`src/rtl/step_pulse_monitor.sv`:
```
// step_pulse_monitor: decodes an asynchronous step/dir pulse train into a
// signed position, a windowed edge count and a measured step period.
//
// Ports:
//   clk          system clock, all logic on its rising edge
//   reset        synchronous active-low reset
//   step_in      asynchronous step input, rising edge = one step
//   dir_in       asynchronous direction, 1 = up, 0 = down
//   arm          single-cycle request to open a measurement window
//   expected     edges the window waits for, latched on accepted arm
//   position     signed step position, wraps modulo 2^32
//   edge_count   edges counted in the current or most recent window
//   period       clk cycles between the last two consecutive edges
//   period_valid period holds a fresh measurement
//   timeout      no edge seen for TIMEOUT cycles
//   busy         window armed and counting
//   done         one-cycle pulse when a window completes
module step_pulse_monitor #(
    parameter int unsigned SYNC_STAGES = 2,
    parameter int unsigned TIMEOUT     = 50_000_000
) (
    input  logic        clk,
    input  logic        reset,
    input  logic        step_in,
    input  logic        dir_in,
    input  logic        arm,
    input  logic [30:0] expected,
    output logic [31:0] position,
    output logic [30:0] edge_count,
    output logic [31:0] period,
    output logic        period_valid,
    output logic        timeout,
    output logic        busy,
    output logic        done
);

    localparam int unsigned POS_W = 32;
    localparam int unsigned CNT_W = 32;
    localparam int unsigned WIN_W = 31;
    localparam logic [CNT_W-1:0] TIMEOUT_C = CNT_W'(TIMEOUT);

    typedef enum logic [1:0] {
        S_IDLE  = 2'd0,
        S_COUNT = 2'd1,
        S_DONE  = 2'd2
    } state_e;

    state_e state_q, state_d;

    logic [SYNC_STAGES-1:0] step_sync_q, dir_sync_q;
    logic                   step_prev_q;

    logic [POS_W-1:0] position_q, position_d;
    logic [CNT_W-1:0] cnt_q, cnt_d;
    logic [CNT_W-1:0] period_q, period_d;
    logic             period_valid_q, period_valid_d;
    logic             timeout_q, timeout_d;
    logic             seen_q, seen_d;
    logic [WIN_W-1:0] edge_count_q, edge_count_d;
    logic [WIN_W-1:0] expected_q, expected_d;
    logic             busy_q, busy_d;
    logic             done_q, done_d;

    logic step_s;
    logic dir_s;
    logic step_edge;
    logic arm_accept;

    assign step_s     = step_sync_q[SYNC_STAGES-1];
    assign dir_s      = dir_sync_q[SYNC_STAGES-1];
    assign step_edge  = step_s & ~step_prev_q;
    assign arm_accept = (state_q == S_IDLE) && arm;

    // Position, period measurement and timeout
    always_comb begin
        position_d     = position_q;
        cnt_d          = cnt_q;
        period_d       = period_q;
        period_valid_d = period_valid_q;
        timeout_d      = timeout_q;
        seen_d         = seen_q;

        if (step_edge) begin
            position_d = dir_s ? (position_q + POS_W'(1)) : (position_q - POS_W'(1));
            cnt_d      = CNT_W'(1);
            seen_d     = 1'b1;
            timeout_d  = 1'b0;
            // The first edge after reset or a stale gap only restarts timing.
            if (seen_q && !timeout_q) begin
                period_d       = cnt_q;
                period_valid_d = 1'b1;
            end
        end else begin
            if (cnt_q < TIMEOUT_C) begin
                cnt_d = cnt_q + CNT_W'(1);
            end else begin
                timeout_d      = 1'b1;
                period_valid_d = 1'b0;
            end
        end
    end

    // Window edge counter and expected latch
    always_comb begin
        edge_count_d = edge_count_q;
        expected_d   = expected_q;
        if (arm_accept) begin
            edge_count_d = '0;
            expected_d   = expected;
        end else if ((state_q == S_COUNT) && step_edge) begin
            edge_count_d = edge_count_q + WIN_W'(1);
        end
    end

    // Window FSM next state
    always_comb begin
        state_d = state_q;
        unique case (state_q)
            S_IDLE: begin
                if (arm) begin
                    state_d = (expected == '0) ? S_DONE : S_COUNT;
                end
            end
            S_COUNT: begin
                if (step_edge && ((edge_count_q + WIN_W'(1)) == expected_q)) begin
                    state_d = S_DONE;
                end
            end
            S_DONE:  state_d = S_IDLE;
            default: state_d = S_IDLE;
        endcase
    end

    // Window FSM outputs, registered below
    always_comb begin
        busy_d = 1'b0;
        done_d = 1'b0;
        unique case (state_q)
            S_COUNT: busy_d = 1'b1;
            S_DONE:  done_d = 1'b1;
            default: ;
        endcase
    end

    // FSM state register
    always_ff @(posedge clk) begin
        if (!reset) begin
            state_q <= S_IDLE;
        end else begin
            state_q <= state_d;
        end
    end

    // Synchronizers and datapath registers
    always_ff @(posedge clk) begin
        if (!reset) begin
            step_sync_q    <= '0;
            dir_sync_q     <= '0;
            step_prev_q    <= 1'b0;
            position_q     <= '0;
            cnt_q          <= '0;
            period_q       <= '0;
            period_valid_q <= 1'b0;
            timeout_q      <= 1'b0;
            seen_q         <= 1'b0;
            edge_count_q   <= '0;
            expected_q     <= '0;
            busy_q         <= 1'b0;
            done_q         <= 1'b0;
        end else begin
            step_sync_q    <= {step_sync_q[SYNC_STAGES-2:0], step_in};
            dir_sync_q     <= {dir_sync_q[SYNC_STAGES-2:0], dir_in};
            step_prev_q    <= step_s;
            position_q     <= position_d;
            cnt_q          <= cnt_d;
            period_q       <= period_d;
            period_valid_q <= period_valid_d;
            timeout_q      <= timeout_d;
            seen_q         <= seen_d;
            edge_count_q   <= edge_count_d;
            expected_q     <= expected_d;
            busy_q         <= busy_d;
            done_q         <= done_d;
        end
    end

    assign position     = position_q;
    assign edge_count   = edge_count_q;
    assign period       = period_q;
    assign period_valid = period_valid_q;
    assign timeout      = timeout_q;
    assign busy         = busy_q;
    assign done         = done_q;

endmodule
```
`config.mk`:
```
export PLATFORM = sky130hd
export DESIGN_NAME = step_pulse_monitor
export DESIGN_NICKNAME = d
export VERILOG_FILES = /design/src/rtl/step_pulse_monitor.sv
export SDC_FILE = /design/constraint.sdc
export NUM_CORES = 1
export LEC_CHECK = 0
export BUFFER_PORTS_ARGS = -buffer_cell sky130_fd_sc_hd__buf_2
export CAP_MARGIN = 0
export CORE_ASPECT_RATIO = 1.75
export CORE_MARGIN = 4
export CORE_UTILIZATION = 40
export DETAILED_ROUTE_END_ITERATION = 10
export GPL_TIMING_DRIVEN = 0
export PLACE_DENSITY = 0.56
export SETUP_SLACK_MARGIN = 0.02
export SLEW_MARGIN = 20
export SYNTH_ARGS = -nofsm -noshare
export SYNTH_HDL_FRONTEND = slang
export SYNTH_SLANG_ARGS = --single-unit
```
`constraint.sdc`:
```
create_clock -name clk -period 5.6 [get_ports clk]
set_input_delay 1.12 -clock clk [delete_from_list [all_inputs] [get_ports clk]]
set_output_delay 1.12 -clock clk [all_outputs]
set_load 0.05 [all_outputs]
```
==> flow_summary.ini, run 1 <==
[logic_synthesis]
syn-cell-area_um2 = 8907
async_reset_ff_share_pct = 0
ys_seq_area_share_pct = 38.21
yosysWarnings = 0
synth_ff_type = dfxtp_1
yosysTopAreaCellShare_pct = 38.21
synth-seq-cells = 170
syn_nets = 1214
ys_types = 57
synth_edf_count = 0
synth.area.top_cells = dfxtp_1 38%, nand2_1 9.4%, a21oi_1 8.1%
synth_top_area_cell = dfxtp_1
syn_inst = 1145
avgSynthCellArea_um2 = 7.779

[clocking]
htree_levels = 4
numCtsBuffers = 17
clk_path_buf_depth = 2
cts_tree = done
cts_resized = 0
clkTransAtPathRegs_ns = 0.07
clock_latency_ns = 0.44
post_cts_buffers = 0
cts-root-buf = clkbuf_16
clock_sink_count = 170
cts_hold_buf = 0

[finish]
final-seq-area_um2 = 3403
nFillCells = 2289
layout.nets = 1368
antenna_cells = 0
drive_gt1_share_pct = 14.10
layout-area-overhead-vs-synth_pct = 18.49
fin_area_um2 = 10550
layoutNonFillerInstCount = 1608
multi_input_area_um2 = 5189

[run_status]
status = finished clean

[floorplan]
die_area_um2 = 24810
die_w_um = 120.8
die_h_um = 205.4
start_util_pct = 40.52
coreArea_um2 = 21980
ioPinCount = 135
rows = 72

[sta]
max_slew_margin_pct = 41.17
period_needed_ns = 3.488
fin_setup_tns_ns = 0
finalHoldViolCount = 0
hold_ws_ns = 0.4439
finalSetupViolCount = 0
timing.final.crit_share_pct = 62.29
clock_skew_ns = 0.01022
tightest_slew_ns = 0.8751
max_freq_mhz = 286.7
slew_viol_final = 0
rsz0062_at_grt = no

[critical_path]
slowest_delay_ns = 0.52
cp-start-kind = register
endpoint_kind = register
worstPathRequired_ns = 5.93
cp-startpoint = edge_count[0]
path_delay_family = simple AND/OR/NAND/NOR gates
setup.worst_path.class = reg -> reg
worstPathCellList = ha_1, and4_1, nand4_1, nor2_1, xnor2_1, a2111oi_0, nand4_1, nor4_2, nand2b_1, a21oi_1
cp.buffers_inverters = 0
arrival_ns = 3.82
rr_startpoint = edge_count[0]
slowest_stage = dfxtp_1
crit_top_cell = nand4_1
crit_path_max_fanout = 8

[route]
postRouteAntennaNets = 0
avgRoutedWirePerCell_um = 16.89
viasPerCell = 5.280
finalWirelength_mm = 27.16
drc = 0
first_iter_violations = 520
vias = 8490
first_pass_iters = 8

[placement]
numPortBuffers = 134
dpl.hpwl_mm = 20.91
gp_congestion = 0.9389
dpl_cell_area_um2 = 9961
dpl.cell_count = 1576

[global_route]
grt_busiest_layer = met2
grt_max_degree = 34
grt_overflow = 0
grt_first_pass_wirelength_mm = 42.95
grtUsageTotal_pct = 22.18
use_met3_pct = 4.125
antenna_found_initial = 0
grt_pass1_vias = 8293
grtUsageMet2_pct = 41.69
use_met1_pct = 22.68

[power]
power.density_nw_per_um2 = 289.4
ir_drop_uv = 201.8
p_leak_nw = 4.193

[run]
cap_violations = 0

[worst_hold_path]
hold_start = step_sync_q[0]
min_path_type = reg -> reg
synth_stat cells (2+ instances only):
master,instances
a21o_1,19
nor4_2,3
dfxtp_1,170
inv_1,23
a211oi_1,10
o21bai_1,5
o211ai_1,5
o21ai_1,6
xnor2_1,61
buf_2,7
a21oi_1,145
o21a_1,3
a21boi_0,2
nand2_1,224
o22ai_1,3
o21ai_0,39
mux2i_1,5
a31oi_1,8
xor2_1,41
nand3b_1,2
clkbuf_1,47
or3_1,20
ha_1,32
nor3_1,23
a2111oi_0,3
o2111ai_1,4
and4_1,4
or4_1,4
nand2b_1,15
nand3_1,36
and3_1,20
and2_1,10
a221oi_1,5
o211a_1,2
nor2_1,82
nor4_1,13
buf_1,3
nor2b_1,2
nand4_1,21
per-stage QoR:
stage / setup WS [ns] / util (%) / power, mW
global placement: 1.857 / 45.26 / 1.879
floorplan: 2.524 / - / 1.734
global route: 1.689 / 48.01 / 3.200
finish: 2.112 / 48.01 / 3.054
detailed placement: 2.127 / 45.32 / 1.883
CTS: 2.107 / 48.01 / 3.093
routing by layer:
metal,up-vias,wire length [um]
li1,4292,-
met1,3906,10190
met2,214,14550
met3,78,1101
met4,0,1320
met5,-,0
worst register-to-register path, cell delays in order (launching register included):
cell       delay [ns]
dfxtp_1          0.52
ha_1             0.36
and4_1           0.33
nand4_1          0.42
nor2_1           0.38
xnor2_1          0.20
a2111oi_0        0.43
nand4_1          0.17
nor4_2           0.38
nand2b_1         0.15
a21oi_1          0.06
report_power, final:
group | switching, mW | leakage, nW | internal (mW) | total [mW]
registers | 0.0318 | 1.38 | 1.24 | 1.28
logic | 0.362 | 2.53 | 0.217 | 0.579
clock network | 0.538 | 0.280 | 0.660 | 1.20
path summary, 6_finish.rpt:
| kind | to | slack [ns] | depth (start not counted) |
|---|---|---|---|
| max | state_q[0] | 2.11 | 10 |
| min | step_sync_q[1] | 0.44 | 1 |
| max reg2reg | state_q[0] | 2.11 | 10 |
| min reg2reg | step_sync_q[1] | 0.44 | 1 |
cells in the final DEF, fill, tap and decap left out, types with 5 or more instances in the layout:
master and instances:
xor2_1 41, inv_1 22, clkbuf_16 17, nand4_1 21, nand2b_1 15, ha_1 32
o21bai_1 5, a21oi_1 145, clkbuf_1 47, mux2i_1 5, dfxtp_1 170, a31oi_1 8
and2_1 10, a211oi_1 10, nor2_1 82, o21ai_1 6, nor4_1 13, nor3_1 22
buf_2 141, a21o_1 19, o21ai_0 39, and3_1 20, or3_1 20, o211ai_1 5
nand2_1 224, nand3_1 36, xnor2_1 61, a221oi_1 5
area by class of cell:
| cell class | count | share of cell area (%) |
|---|---|---|
| Tap cell | 296 | 3.509 |
| Multi-Input combinational cell | 893 | 49.16 |
| Buffer | 58 | 2.181 |
| Sequential cell | 170 | 32.25 |
| Inverter | 24 | 0.8536 |
| Timing Repair Buffer | 135 | 6.426 |
| Clock inverter | 12 | 1.197 |
| Clock buffer | 20 | 4.422 |
state kept, by name, indices dropped and copies added, names as in the netlist:
signal and count:
timeout 1, step_prev_q 1, seen_q 1, dir_sync_q 2, edge_count 31, busy 1, expected_q 31, state_q 2
period 32, cnt_q 32, position 32, period_valid 1, step_sync_q 2, done 1
cells by family after synthesis:
kind of cell	synth area share [%]
DFF	38.21
adders and majority gates	4.720
buffers and inverters	3.596
and+or+nand+nor	25.12
xor gates and xnor gates	10.03
muxes	0.5619
AOI/OAI and AO/OA	17.77
(Power assumes the default switching activity.)
==> run 2: changes to the inputs <==
Settings changed: ABC_AREA from default to 1.
Clock period 5.6 ns to 3.6 ns, I/O delays scaled along.
==> run 2 against run 1 <==
Against the previous run: combinational power up 92%; first-iteration DRC count up 18%; setup slack worse by 1.6 ns; clock skew up 0.011 ns; critical endpoint is now position[21]; die area up 9.8%; critical path depth up 4; worst hold slack worse by 0.023 ns; sequential share of layout area down 2.5 points; highest routed layer unchanged; wire length up 22%; largest power group unchanged; area after synthesis up 10%.
==> flow_summary.ini, run 2 <==
[worst_hold_path]
min_delay_path_depth = 2
whs_endpoint = step_sync_q[1]
min_path_type = reg -> reg
hold_start = step_sync_q[0]

[global_route]
grtUsageTotal_pct = 24.14
grt_max_degree = 32
antenna_found_initial = 0
grt_overflow = 0
grt_pass1_vias = 9769
grt_first_pass_wirelength_mm = 51.69

[clocking]
cts_hold_buf = 0
numCtsBuffers = 17
clkTransAtPathRegs_ns = 0.07
cts_resized = 0
clk_path_buf_depth = 2
clock_latency_ns = 0.46
post_cts_buffers = 0
cts-root-buf = clkbuf_16
clock_sink_count = 170
htree_levels = 4
cts_tree = done

[floorplan]
die_w_um = 126.5
start_util_pct = 40.76
coreArea_um2 = 24120
die_area_um2 = 27250
rows = 75
ioPinCount = 135
die_h_um = 215.4

[critical_path]
r2r_end = position[21]
crit_path_max_fanout = 31
worstPathRequired_ns = 3.94
arrival_ns = 3.44
reg2reg_depth = 14
endpoint_kind = register
setup.worst_path.class = reg -> reg
rr_startpoint = dir_sync_q[1]
rrSetupSlack_ns = 0.50
cp-start-kind = register

[route]
vias = 10184
drc = 0
finalWirelength_mm = 33.14
avgRoutedWirePerCell_um = 16.77
first_iter_violations = 615
postRouteAntennaNets = 0
first_pass_iters = 5
viasPerCell = 5.154

[sta]
fin_setup_tns_ns = 0
clock_skew_ns = 0.02113
tightest_slew_ns = 0.9733
finalHoldViolCount = 0
slew_viol_final = 0
max_freq_mhz = 322.7
finalSetupViolCount = 0
rsz0062_at_grt = no
timing.final.crit_share_pct = 86.09
max_slew_margin_pct = 34.29
period_needed_ns = 3.099

[logic_synthesis]
synth_commonest_cells = 350 x nand2_1, 183 x inv_1, 173 x nor2_1
synth_edf_count = 0
synth_top_area_cell = dfxtp_1
synth-seq-cells = 170
avgSynthCellArea_um2 = 6.545
syn_inst = 1502
synth.area.top_cells = dfxtp_1 35%, nand2_1 13%, o21ai_0 7.8%
ys_types = 45
yosysWarnings = 0
syn-cell-area_um2 = 9831
yosysTopAreaCellShare_pct = 34.62
ys_seq_area_share_pct = 34.62
syn_nets = 1571
synth_ff_type = dfxtp_1
async_reset_ff_share_pct = 0
synthMostInstantiatedCell = nand2_1

[finish]
final_common_cell = nand2_1
nFillCells = 2575
layout.nets = 1723
final_cell_mix = 350 x nand2_1, 182 x inv_1, 173 x nor2_1
fin_area_um2 = 11430
layout-area-overhead-vs-synth_pct = 16.25
drive_gt1_share_pct = 12.30

[placement]
gp_congestion = 0.9641
dpl.hpwl_mm = 26.34
dpl_cell_area_um2 = 10880
numPortBuffers = 133

[power]
p_leak_nw = 5.411
ir_drop_uv = 308.0
power.density_nw_per_um2 = 428.3

[run_status]
status = finished clean

[run]
cap_violations = 0
run 2: changes by cell type after synthesis, moves of 40 or more:
cell,before,now
o21ai_0,39,154
nand3_1,36,76
nor2_1,82,173
inv_1,23,183
nand2_1,224,350
xnor2_1,61,8
run 2: metal layers:
metal	track usage, %	vias up	wire [um]
met5	0	-	0
met4	12.85	0	1700
met3	4.305	80	1401
met2	45.51	282	17710
met1	24.74	4608	12320
li1	-	5214	-
run 2: kinds of logic after synthesis:
family,count (synthesis),synth area share (%)
AND/OR/NAND/NOR,705,31.27
AO/OA/AOI/OAI,330,17.63
buffers and inverters,229,8.795
flip-flops,170,34.62
XOR/XNOR,35,3.411
adder cells (fa/ha/maj),33,4.276
run 2: metrics by stage:
stage | power [mW] | std cells | hold slack (ns) | setup WS [ns] | util [%]
after detailed placement | 3.179 | 1943 | 0.4010 | 0.4804 | 45.12
after global routing | 5.156 | 1975 | 0.4388 | 0.2148 | 47.38
after floorplan | 2.868 | 1502 | 0.3905 | 0.9771 | -
after CTS | 4.947 | 1975 | 0.4226 | 0.4934 | 47.38
after global placement | 3.172 | 1943 | 0.3974 | 0.1143 | 45.12
final | 4.895 | 1976 | 0.4206 | 0.5008 | 47.39
run 2: where the power goes:
| group | switching [mW] | internal (mW) |
|---|---|---|
| clock network | 0.827 | 0.926 |
| registers | 0.0705 | 1.96 |
| logic | 0.767 | 0.340 |
| total | 1.66 | 3.23 |
run 2: final cells by class:
cell class | count | area, um^2 | share of cell area, %
inverter | 187 | 701.9 | 6.142
tap | 308 | 385.4 | 3.372
multi-input combinational | 1103 | 5563 | 48.68
clock buffer | 20 | 456.7 | 3.996
timing repair buffer | 133 | 665.6 | 5.824
sequential | 170 | 3403 | 29.78
clock inverter | 12 | 87.58 | 0.7664
antenna | 1 | 2.502 | 0.02190
buffer | 42 | 162.7 | 1.423
run 2: worst max-delay path, stage by stage, from the launching register on:
cell and delay, ns:
dfxtp_1 0.32, inv_2 0.48, ha_1 0.40, a21oi_1 0.19, nand2_1 0.11, a21oi_1 0.26
o21ai_0 0.29, a21oi_1 0.35, inv_1 0.11, nand2_1 0.07, nand2_1 0.06, nand2_1 0.07
nand2_1 0.04, o21ai_0 0.17, inv_1 0.05
run 2: worst max-delay path by stage:
stage,from,end,slack (ns),cells after the start
final,dir_sync_q[1],position[21],0.50,14
after global routing,dir_sync_q[1],position[29],0.21,14
after CTS,dir_sync_q[1],position[21],0.49,14
after detailed placement,reset,cnt_q[3],0.48,6
after global placement,dir_sync_q[1],position[21],0.11,14
after floorplan,dir_sync_q[1],position[29],0.98,14
